### src/rtl/SB_codex_pkg.sv
// Shared sideband TX definitions: default packet geometry and the serializer state encoding.
`timescale 1ns/1ps
package SB_codex_pkg;

  localparam int SB_PKT_W        = 64;
  localparam int SB_GAP_UI       = 32;
  localparam int SB_PATTERN_ITER = 4;

  typedef enum logic [1:0] {
    SB_IDLE    = 2'd0,
    SB_PKT     = 2'd1,
    SB_PATTERN = 2'd2,
    SB_GAP     = 2'd3
  } sb_tx_state_e;

endpackage

### src/rtl/sb_clk_gate.sv
// Glitch-free clock gate: the enable is registered on the falling edge, so it only changes
// while the clock is low and the AND output cannot produce a runt pulse.
`timescale 1ns/1ps
module sb_clk_gate (
  input  logic clk,
  input  logic reset,
  input  logic enable,
  output logic gatedClk
);

  logic gateQ;

  always_ff @(negedge clk or posedge reset) begin
    if (reset) gateQ <= 1'b0;
    else       gateQ <= enable;
  end

  assign gatedClk = clk & gateQ;

endmodule

### src/rtl/sb_tx_serializer.sv
// Sideband TX serializer: 64-bit packets and SBINIT 1010.. pattern bursts onto a gated forwarded clock.
// Optional build macro SB_TX_PARITY_EN: packet MSB is replaced by even parity of the lower bits on accept.
`timescale 1ns/1ps
module sb_tx_serializer
  import SB_codex_pkg::*;
#(
  parameter int PKT_W        = SB_PKT_W,
  parameter int GAP_UI       = SB_GAP_UI,
  parameter int PATTERN_ITER = SB_PATTERN_ITER
) (
  input  logic             clk_800MHz,
  input  logic             reset,
  input  logic [PKT_W-1:0] pkt_i,
  input  logic             pkt_valid_i,
  output logic             pkt_ready_o,
  input  logic             pattern_req_i,
  output logic             pattern_done_o,
  output logic             busy_o,
  output logic             SB_clkPin_TX_o,
  output logic             SB_dataPin_TX_o,
  output logic [1:0]       dbgState
);

  // Handshake: a packet is taken at a rising edge where pkt_valid_i & pkt_ready_o; pkt_i is
  // sampled on that edge only, and the sender must hold pkt_i/pkt_valid_i stable until then.

  localparam int UI_W   = $clog2(PKT_W + GAP_UI);
  localparam int ITER_W = $clog2(PATTERN_ITER + 1);

  localparam logic [UI_W-1:0]   UI_BURST_LAST = UI_W'(PKT_W - 1);
  localparam logic [UI_W-1:0]   UI_GAP_LAST   = UI_W'(GAP_UI - 1);
  localparam logic [UI_W-1:0]   UI_GAP_TO_IDLE = UI_W'(GAP_UI - 2);
  localparam logic [ITER_W-1:0] ITER_LAST     = ITER_W'(PATTERN_ITER - 1);

  sb_tx_state_e      state;
  logic [UI_W-1:0]   uiCnt;
  logic [ITER_W-1:0] iterCnt;
  logic [PKT_W-1:0]  shReg;
  logic [PKT_W-1:0]  loadWord;
  logic              fromPattern;
  logic              runQ;
  logic              doneQ;
  logic              dataQ;
  logic              txEnable;
  logic              txBit;
  logic              accept;

`ifdef SB_TX_PARITY_EN
  assign loadWord = {^pkt_i[PKT_W-2:0], pkt_i[PKT_W-2:0]};
`else
  assign loadWord = pkt_i;
`endif

  // runQ holds ready low until the first rising edge after reset is released.
  assign pkt_ready_o    = runQ & (state == SB_IDLE) & ~pattern_req_i;
  assign accept         = pkt_valid_i & pkt_ready_o;
  assign busy_o         = (state != SB_IDLE);
  assign pattern_done_o = doneQ;
  assign dbgState       = state;

  always_ff @(posedge clk_800MHz or posedge reset) begin
    if (reset) begin
      state       <= SB_IDLE;
      uiCnt       <= '0;
      iterCnt     <= '0;
      shReg       <= '0;
      fromPattern <= 1'b0;
      runQ        <= 1'b0;
      doneQ       <= 1'b0;
    end else begin
      runQ  <= 1'b1;
      doneQ <= 1'b0;
      case (state)
        SB_IDLE: begin
          if (runQ && pattern_req_i) begin
            state       <= SB_PATTERN;
            uiCnt       <= '0;
            iterCnt     <= '0;
            fromPattern <= 1'b1;
          end else if (accept) begin
            state       <= SB_PKT;
            uiCnt       <= '0;
            shReg       <= loadWord;
            fromPattern <= 1'b0;
          end
        end
        SB_PKT, SB_PATTERN: begin
          shReg <= shReg >> 1;
          if (uiCnt == UI_BURST_LAST) begin
            state <= SB_GAP;
            uiCnt <= '0;
          end else begin
            uiCnt <= uiCnt + 1'b1;
          end
        end
        SB_GAP: begin
          // Returning to IDLE one cycle early lets that IDLE cycle supply the last dead UI,
          // so the next accept lands exactly PKT_W+GAP_UI after the previous one.
          if (fromPattern && (iterCnt != ITER_LAST)) begin
            if (uiCnt == UI_GAP_LAST) begin
              state   <= SB_PATTERN;
              uiCnt   <= '0;
              iterCnt <= iterCnt + 1'b1;
            end else begin
              uiCnt <= uiCnt + 1'b1;
            end
          end else if (uiCnt == UI_GAP_TO_IDLE) begin
            state <= SB_IDLE;
            uiCnt <= '0;
            if (fromPattern) begin
              doneQ   <= 1'b1;
              iterCnt <= iterCnt + 1'b1;
            end
          end else begin
            uiCnt <= uiCnt + 1'b1;
          end
        end
        default: state <= SB_IDLE;
      endcase
    end
  end

  assign txEnable = (state == SB_PKT) | (state == SB_PATTERN);

  always_comb begin
    txBit = 1'b0;
    if (state == SB_PKT)          txBit = shReg[0];
    else if (state == SB_PATTERN) txBit = ~uiCnt[0];
  end

  // Data launches on the falling edge so it is centred on the forwarded rising edge.
  always_ff @(negedge clk_800MHz or posedge reset) begin
    if (reset) dataQ <= 1'b0;
    else       dataQ <= txBit;
  end

  assign SB_dataPin_TX_o = dataQ;

  sb_clk_gate uClkGate (
    .clk      (clk_800MHz),
    .reset    (reset),
    .enable   (txEnable),
    .gatedClk (SB_clkPin_TX_o)
  );

endmodule

### config.mk
export PLATFORM = sky130hd
export DESIGN_NAME = sb_tx_serializer
export DESIGN_NICKNAME = d
export VERILOG_FILES = /design/src/rtl/SB_codex_pkg.sv /design/src/rtl/sb_clk_gate.sv /design/src/rtl/sb_tx_serializer.sv
export SDC_FILE = /design/constraint.sdc
export NUM_CORES = 1
export LEC_CHECK = 0
export ABC_AREA = 0
export CAP_MARGIN = 0
export CORE_MARGIN = 2
export CORE_UTILIZATION = 30
export DETAILED_ROUTE_END_ITERATION = 10
export PLACE_DENSITY = 0.6
export SLEW_MARGIN = 20
export SYNTH_ARGS = -nofsm -noshare
export SYNTH_HDL_FRONTEND = slang
export SYNTH_HIERARCHICAL = 1
export SYNTH_SLANG_ARGS = --single-unit
### constraint.sdc
create_clock -name clk_800MHz -period 3.29 [get_ports clk_800MHz]
set_input_delay 0.658 -clock clk_800MHz [delete_from_list [all_inputs] [get_ports clk_800MHz]]
set_output_delay 0.658 -clock clk_800MHz [all_outputs]
set_load 0.01 [all_outputs]
==> reports/metrics.csv <==
stage,metric,value,unit
critical_path,crit_cells,2,
critical_path,path_buf_inv,1,
yosys,synth_common_cells,"dfrtp_1, a21oi_1, nor2_1",
floorplanning,core,12700,um2
global_route,gr-usage-met1,0.154,
min_path,whs_path_depth,2,
routing,vias,2961,
critical_path,timing.rr.end,SB_dataPin_TX_o,
critical_path,crit_type,reg2out,
power_and_ir_drop,leakage,2.88,nW
yosys,netlist_area,3910,um2
yosys,synth_ff_type,dfrtp_1,
timing,setup_viol,2,
floorplanning,initial_utilization,0.308,
clock_network,clk_pin_slew,0.06,ns
clock_network,cts_tree,built,
min_path,whs_endpoint,iterCnt[2],
timing,tns,-0.100,ns
yosys,synth_warnings,6,
global_route,grt.total_usage,0.126,
yosys,synth.area.top_cells,"dfrtp_1, mux2i_1, a21oi_1, nor2_1, ha_1",
critical_path,start_kind,register,
power_and_ir_drop,clkPwrFrac,0.531,
power_and_ir_drop,power,2.42,mW
min_path,hp-start,iterCnt[2],
yosys,synth.distinct_cells,40,
finish,layout.cells.non_filler,637,
finish,area_growth,34.2,%
global_route,use_met2,0.199,
placement,placedCellCount,618,
placement,dp_hpwl,5.28,mm
clock_network,hold_buffers,0,
critical_path,crit_fanout,1,
floorplanning,pin_count,75,
critical_path,endpoint_kind,output port,
routing,via_per_inst,4.65,
yosys,netlist.top_cell.by_area,dfrtp_1,
critical_path,cp_data_required_time,2.63,ns
run,maxCapViolations,0,
placement,place.port_buffers,74,
yosys,async_reset_ff_frac,1.00,
critical_path,cp_slowest_stage_delay,0.39,ns
power_and_ir_drop,switching_share,0.197,
timing,drv_slew,0,
power_and_ir_drop,intPower,1.94,mW
yosys,yosysMostFrequentCell,dfrtp_1,
clock_network,clk_latency,0.47,ns
finish,num_antenna_cells,0,
global_route,grt_pass1_wl,14.0,mm
routing,post_drt_wl_per_cell,12.7,um
routing,drc_errors,0,
timing,finalClockSkew,0.0263,ns
critical_path,arrival,2.73,ns
routing,final_antenna_net_count,0,
placement,gp_congestion,0.791,
power_and_ir_drop,pwr-share-comb,0.049,
finish,stdcell_area,5250,um2
critical_path,worstPathCellList,and2_4 > buf_6,
critical_path,r2r_setup_slack,0.63,ns
power_and_ir_drop,seqPwrFrac,0.419,
status,violations,negative setup slack,
yosys,synth_top_area_frac,0.506,
timing,tightest_slew,0.818,ns
global_route,antenna_found_initial,0,
critical_path,critPathTopFamily,flip-flops,
finish,drive_gt1_frac,0.0688,
floorplanning,num_rows,41,
timing,max_slew_margin,0.454,
global_route,grt-ovfl-total,0,
floorplanning,die_x,118,um
critical_path,crit_path_top_delay_cell,dfrtn_1,
yosys,syn_area_per_cell,9.97,um2
finish,nets,537,
power_and_ir_drop,switchingPower,478,uW
yosys,synth-seq-cells,81,
placement,dp_slack,0.00707,ns
global_route,grt_max_degree,80,
status,status,"finished, violations left",
routing,dr.pass1.iters,4,
timing,timing.final.ws_setup,-0.100,ns
floorplanning,die-area,14000,um2
critical_path,reg2reg_depth,4,
global_route,grt_busiest_layer,met2,
yosys,synth-edff-count,0,
power_and_ir_drop,pwr_density_cell,461,nW/um2
yosys,yosysSeqAreaShare,0.519,
global_route,grt_pass1_vias,2958,
yosys,synth_nets,469,
global_route,grt_use_met3,0.0391,
yosys,syn_inst,392,
placement,placed_cell_area,4850,um2
power_and_ir_drop,ir_drop,308,uV
min_path,hp-class,reg2reg,
timing,hold_viol,0,
routing,dr.first_iter.drc_count,91,
floorplanning,chipHeight,118,um
routing,drt-total-wl,8.10,mm
critical_path,r2r-start,dbgState[1],
critical_path,crit_start,uClkGate/gateQ,
timing,rsz0062_at_grt,true,
logic make-up (layout without fill, tap and decap cells):
family / after synthesis / in the layout / share of synthesized area
and+or+nand+nor: 105 / 105 / 0.113
muxes: 65 / 65 / 0.167
buffers and inverters: 35 / 108 / 0.0359
other: 1 / 1 / 0.000959
adders and majority gates: 9 / 9 / 0.0288
DFF: 81 / 81 / 0.519
AOI/OAI and AO/OA: 96 / 96 / 0.136
flip-flops by register name (all words and copies together), names as in the netlist:
name	count
shReg	64
pattern_done_o	1
fromPattern	1
runQ	1
uClkGate/gateQ	1
iterCnt	3
SB_dataPin_TX_o	1
dbgState	2
uiCnt	7
per-stage QoR:
| step | hold slack (ns) | util |
|---|---|---|
| global route | 0.530 | 0.414 |
| global placement | 0.470 | 0.382 |
| finish | 0.481 | 0.414 |
| CTS | 0.490 | 0.412 |
| floorplan | 0.456 | - |
| detailed placement | 0.475 | 0.382 |
per-layer routing:
| metal | vias to the layer above | share of wire |
|---|---|---|
| met2 | 58 | 0.47 |
| met1 | 1390 | 0.45 |
| met4 | 0 | 0.023 |
| met3 | 14 | 0.056 |
| li1 | 1499 | - |
| met5 | - | 0 |
placed cells by master (no fill, tap or decap), types with 3 or more instances in the layout:
cell | netlist | final
clkbuf_16 | 0 | 12
a21oi_1 | 68 | 68
mux2i_1 | 64 | 64
clkdlybuf4s50_1 | 0 | 72
nand2_1 | 18 | 18
nor2_1 | 66 | 66
nand3_1 | 7 | 7
buf_6 | 0 | 4
ha_1 | 9 | 8
o21ai_0 | 10 | 10
inv_1 | 11 | 10
dfrtp_1 | 79 | 79
clkinv_2 | 0 | 3
o21ai_1 | 3 | 3
power by group through the flow:
stage | Sequential [mW] | Clock, mW | Combinational, mW
floorplan | 1.03 | 0.0165 | 0.0279
detailed placement | 1.03 | 0.0395 | 0.122
CTS | 1.01 | 1.31 | 0.122
global placement | 1.03 | 0.0395 | 0.121
finish | 1.01 | 1.29 | 0.120
global route | 1.02 | 1.38 | 0.132
worst max path at each step:
stage | end
after floorplan | SB_dataPin_TX_o
after global placement | SB_clkPin_TX_o
after detailed placement | SB_clkPin_TX_o
after CTS | SB_clkPin_TX_o
after global routing | SB_clkPin_TX_o
final | SB_clkPin_TX_o
final cells by class:
cell class,count,area [um2]
Fill cell,1260,7430
Inverter,11,45.0
Timing Repair Buffer,77,795
Multi-Input combinational cell,276,1770
Tap cell,172,215
Clock inverter,6,82.6
Sequential cell,81,2030
Clock buffer,14,315
tightest hold or removal path, cell delays in order, from the launching register on:
cell and delay, ns:
dfrtp_1 0.34, nand2_1 0.05, o21ai_1 0.06
what timing repair did:
action / 4_1_cts / 5_1_grt
setup buffers: 0 / 0
gates resized for setup: 8 / 4
endpoints found under the setup margin: 3 / 3
No activity file was read; power rests on OpenSTA's default activity.
